$ cat config.mk
export PLATFORM = sky130hd
export DESIGN_NAME = lshift_pipe
export DESIGN_NICKNAME = d
export VERILOG_FILES = /design/src/rtl/lshift_pipe.sv
export SDC_FILE = /design/constraint.sdc
export NUM_CORES = 1
export LEC_CHECK = 0
export ABC_CLOCK_PERIOD_IN_PS = 1500
export BUFFER_PORTS_ARGS = -buffer_cell sky130_fd_sc_hd__buf_2
export CAP_MARGIN = 20
export CORE_MARGIN = 3
export CORE_UTILIZATION = 42
export CTS_BUF_LIST = sky130_fd_sc_hd__clkbuf_8
export DETAILED_ROUTE_END_ITERATION = 6
export PLACE_DENSITY = 0.67
export SLEW_MARGIN = 20
export SYNTH_ARGS = -nofsm -noshare
export SYNTH_HDL_FRONTEND = slang
export SYNTH_SLANG_ARGS = --single-unit
$ cat constraint.sdc
create_clock -name clk -period 1.5 [get_ports clk]
set_input_delay 0.3 -clock clk [delete_from_list [all_inputs] [get_ports clk]]
set_output_delay 0.3 -clock clk [all_outputs]
set_load 0.02 [all_outputs]
$ cat src/rtl/lshift_pipe.sv
// Pipelined left barrel shifter (logical / rotate) with valid/ready on both sides.
// Define LSHIFT_CARRY_EN to add the carry output and its per-stage registers.
module lshift_pipe #(
  parameter int WIDTH = 8,
  parameter int SHW   = 3
) (
  input  logic             clk,
  input  logic             rst,
  input  logic             in_valid,
  output logic             in_ready,
  input  logic [WIDTH-1:0] in,
  input  logic [SHW-1:0]   sel,
  input  logic             rot,
  output logic             out_valid,
  input  logic             out_ready,
  output logic [WIDTH-1:0] out
`ifdef LSHIFT_CARRY_EN
  ,
  output logic             carry
`endif
);

  logic [WIDTH-1:0]   data_q   [SHW];
  logic [SHW-1:0]     sel_q    [SHW];
  logic [SHW-1:0]     rot_q;
  logic [SHW-1:0]     valid_q;
  logic [SHW-1:0]     ready;

  // Stage inputs: index 0 is the block input, index k>0 is stage k-1's register.
  logic [WIDTH-1:0]   src_data [SHW];
  logic [SHW-1:0]     src_sel  [SHW];
  logic [SHW-1:0]     src_rot;
  logic [SHW-1:0]     src_valid;
  logic [WIDTH-1:0]   nxt_data [SHW];
  logic [2*WIDTH-1:0] wide;

`ifdef LSHIFT_CARRY_EN
  logic [SHW-1:0]     carry_q;
  logic [SHW-1:0]     src_carry;
  logic [SHW-1:0]     nxt_carry;
`endif

  // ready_k = !valid_k || ready_(k+1) unrolled into an OR over downstream
  // stages so the chain has no self-referencing combinational vector.
  always_comb begin
    ready = '0;
    for (int unsigned k = 0; k < SHW; k++) begin
      ready[k] = out_ready;
      for (int unsigned j = k; j < SHW; j++) begin
        ready[k] = ready[k] | ~valid_q[j];
      end
    end
  end

  always_comb begin
    src_data[0]  = in;
    src_sel[0]   = sel;
    src_rot[0]   = rot;
    src_valid[0] = in_valid;
    for (int unsigned k = 1; k < SHW; k++) begin
      src_data[k]  = data_q[k-1];
      src_sel[k]   = sel_q[k-1];
      src_rot[k]   = rot_q[k-1];
      src_valid[k] = valid_q[k-1];
    end
  end

`ifdef LSHIFT_CARRY_EN
  always_comb begin
    src_carry[0] = 1'b0;
    for (int unsigned k = 1; k < SHW; k++) begin
      src_carry[k] = carry_q[k-1];
    end
  end
`endif

  // Upper half of the widened shift holds the bits pushed past the MSB:
  // they feed the rotate wrap-around, and wide[WIDTH] is the last bit out.
  always_comb begin
    wide = '0;
`ifdef LSHIFT_CARRY_EN
    nxt_carry = '0;
`endif
    for (int unsigned k = 0; k < SHW; k++) begin
      wide = {{WIDTH{1'b0}}, src_data[k]} << (src_sel[k][k] ? (32'd1 << k) : 32'd0);
      nxt_data[k] = src_rot[k] ? (wide[WIDTH-1:0] | wide[2*WIDTH-1:WIDTH])
                               : wide[WIDTH-1:0];
`ifdef LSHIFT_CARRY_EN
      nxt_carry[k] = src_sel[k][k] ? wide[WIDTH] : src_carry[k];
`endif
    end
  end

  always_ff @(posedge clk or posedge rst) begin
    if (rst) begin
      for (int unsigned k = 0; k < SHW; k++) begin
        data_q[k] <= '0;
        sel_q[k]  <= '0;
      end
      rot_q   <= '0;
      valid_q <= '0;
`ifdef LSHIFT_CARRY_EN
      carry_q <= '0;
`endif
    end else begin
      for (int unsigned k = 0; k < SHW; k++) begin
        if (ready[k]) begin
          valid_q[k] <= src_valid[k];
          data_q[k]  <= nxt_data[k];
          sel_q[k]   <= src_sel[k];
          rot_q[k]   <= src_rot[k];
`ifdef LSHIFT_CARRY_EN
          carry_q[k] <= nxt_carry[k];
`endif
        end
      end
    end
  end

  assign in_ready  = ready[0] & ~rst;
  assign out_valid = valid_q[SHW-1];
  assign out       = data_q[SHW-1];
`ifdef LSHIFT_CARRY_EN
  assign carry     = carry_q[SHW-1];
`endif

endmodule

==> impl_metrics.csv <==
group,metric,value,unit
setup_path,path_class,"flip-flop to output pin",
power_and_ir_drop,power,0.00231,W
layout,mostFrequentLayoutCell,"dfrtp_1",
floorplanning,row_count,21,
synth,synth_cell_types,21,
placed_design,placed_cell_area,1610,um2
layout,drive_above_1_share,29.6,%
sta,period_needed,1.43,ns
layout,multi_input_area,599,um2
synth,synth_cells,139,
global_routing,antenna_found_initial,0,
floorplanning,fp.dieW,65.7,um
layout,fin_cells,208,
global_routing,grt_max_degree,33,
layout,nets,177,
placed_design,place.gp.congestion,0.778,
synth,syn-num-nets,155,
synth,yosysSeqAreaShare,53.5,%
power_and_ir_drop,peakVddDrop,502,uV
drt,drc,0,
drt,drtPass1Iterations,4,
layout,final_area,1720,um2
sta,max_clock_freq,698,MHz
layout,area_delta_synth_final,15.1,%
drt,wire_per_inst,12.4,um
clock_network,cts_root_buffer,"clkbuf_8",
clock_network,cts_max_path_buffers,2,
clock_network,clk_latency,0.28,ns
clock_network,cts_tree,"yes",
sta,tns,0,ns
setup_path,crit_arrival,1.13,ns
layout,antenna_cells,0,
power_and_ir_drop,p_int,0.00161,W
synth,ys_warn_count,0,
floorplanning,die_h,65.7,um
sta,period_share,95.5,%
sta,worst_slack,0.0676,ns
placed_design,place_inst,199,
status,status,"complete, no violations",
sta,skew,0.00568,ns
global_routing,grt_usage,13.6,%
floorplanning,initial_utilization,44.1,%
setup_path,path_max_fanout,3,
run,maxCapViolations,0,
floorplanning,dieArea,4320,um2
setup_path,start_kind,"flip-flop",
placed_design,place.port_buffers,25,
floorplanning,core,3390,um2
power_and_ir_drop,power_density,1340,nW/um2
drt,via_per_inst,4.95,
power_and_ir_drop,switching_share,30.2,%
synth,netlist_area,1500,um2
floorplanning,num_io_pins,26,
sta,setup-violations-final,0,
synth,syn_area_per_cell,10.8,um2
setup_path,cp.required,1.20,ns
sta,relSlewSlack,69.2,%
placed_design,hpwlAfterDp,1.94,mm
global_routing,grt_pass1_wl,4.42,mm
drt,drt_iter0_markers,40,
clock_network,path_clk_slew,0.07,ns
sta,drv_slew,0,
sta,rsz0062_at_grt,"false",
layout,layout.area.seq,802,um2
clock_network,cts_made_buffers,5,
placed_design,dpl_worst_slack,0.232,ns
global_routing,overflow,0,
min_path,holdCritPathClass,"input port to asynchronous set/reset pin",
synth,synth_seq_cells,32,
drt,wirelength,2.58,mm
global_routing,grt_pass1_vias,1023,
layout,nFillCells,309,
power_and_ir_drop,p_sw,0.000696,W
power_and_ir_drop,pwr-share-clk,28.9,%
clock_network,h-tree-depth,2,
sta,hold_viol,0,
power_and_ir_drop,power_frac_seq,50.1,%
drt,drtAntennaViolNets,0,
clock_network,cts_sinks,32,
power_and_ir_drop,power_leakage,0.813,nW
layout,final_cell_mix,"dfrtp_1, buf_2, mux2i_1",
drt,vias,1029,
setup_path,cp-end-kind,"output pin",
power_and_ir_drop,p_comb_share,21.0,%
sta,worstMarginPinSlew,0.461,ns
==> state kept, by name, indices dropped and copies added (netlist names) <==
register,count
data_q,16
out,8
rot_q,2
sel_q,3
valid_q,3
==> cell usage after synthesis, drive strengths merged <==
cell type | n | area, um2
nor2 | 16 | 60.1
nor2b | 7 | 43.8
buf | 14 | 96.3
clkbuf | 1 | 5.00
nand2 | 8 | 30.0
o21ai | 8 | 40.0
nand2b | 2 | 12.5
nand3b | 1 | 11.3
mux2i | 17 | 170
inv | 1 | 3.75
dfrtp | 32 | 801
or2 | 1 | 6.26
and2 | 1 | 6.26
nand4b | 1 | 15.0
a31oi | 7 | 43.8
and2b | 1 | 7.51
a21oi | 16 | 80.1
mux2 | 5 | 63.8
==> worst max-delay path, stage by stage, from the launching register on <==
cell      delay (ns)
dfrtp_1         0.41
nand4b_4        0.12
and2_1          0.17
buf_2           0.15
==> worst paths after layout <==
kind / startpoint / endpoint / slack, ns / cells past startpoint
max in group asynchronous: rst / valid_q[2]$_DFFE_PP0P_ / 1.06 / 3
setup reg to reg: valid_q[1]$_DFFE_PP0P_ / sel_q[7]$_DFFE_PP0P_ / 0.26 / 3
hold reg to reg: out[0]$_DFFE_PP0P_ / out[0]$_DFFE_PP0P_ / 0.47 / 2
hold / removal: rst / out[3]$_DFFE_PP0P_ / 0.14 / 3
min in group clk: in_valid / valid_q[0]$_DFFE_PP0P_ / 0.22 / 2
setup / recovery: valid_q[1]$_DFFE_PP0P_ / in_ready / 0.07 / 3
==> layer usage <==
layer / up-vias / routed length (um) / track usage, %
li1: 512 / - / -
met5: - / 0 / 0
met2: 29 / 1210 / 22.4
met4: 0 / 34 / 6.22
met3: 5 / 151 / 4.27
met1: 483 / 1190 / 15.9
==> power groups by stage <==
stage	Combinational, W	Clock, W	Sequential [W]
2_1_floorplan	0.000460	0	0.00112
3_3_place_gp	0.000473	0	0.00116
3_5_place_dp	0.000484	0	0.00117
4_1_cts	0.000487	0.000689	0.00115
5_1_grt	0.000544	0.000728	0.00118
6_report	0.000485	0.000666	0.00115
==> cell families after synthesis <==
kind of cell | after synthesis | share of synthesized area [%]
AO/OA/AOI/OAI | 31 | 11.0
flip-flops | 32 | 53.5
AND/OR/NAND/NOR | 38 | 12.9
buffers and inverters | 16 | 7.02
multiplexers | 22 | 15.6
==> through the flow <==
stage | hold WS [ns] | utilization (%)
after global placement | 0.453 | 47.5
after CTS | 0.156 | 50.3
final | 0.141 | 50.8
after detailed placement | 0.460 | 47.5
after floorplan | 0.231 | -
after global routing | 0.182 | 50.8
==> cell type report <==
cell class | instances | share of cell area [%]
Sequential cell | 32 | 46.6
Multi-Input combinational cell | 91 | 34.8
Timing Repair Buffer | 30 | 9.45
Clock buffer | 6 | 4.80
Tap cell | 46 | 3.34
Clock inverter | 2 | 0.581
Inverter | 1 | 0.436
==> timing repair <==
action | in CTS | in global routing
setup endpoints to repair | 0 | 1
buffers inserted | 0 | 1
hold buffers | 0 | 0
resized for setup | 0 | 2
Power figures use the tool's default switching activity.
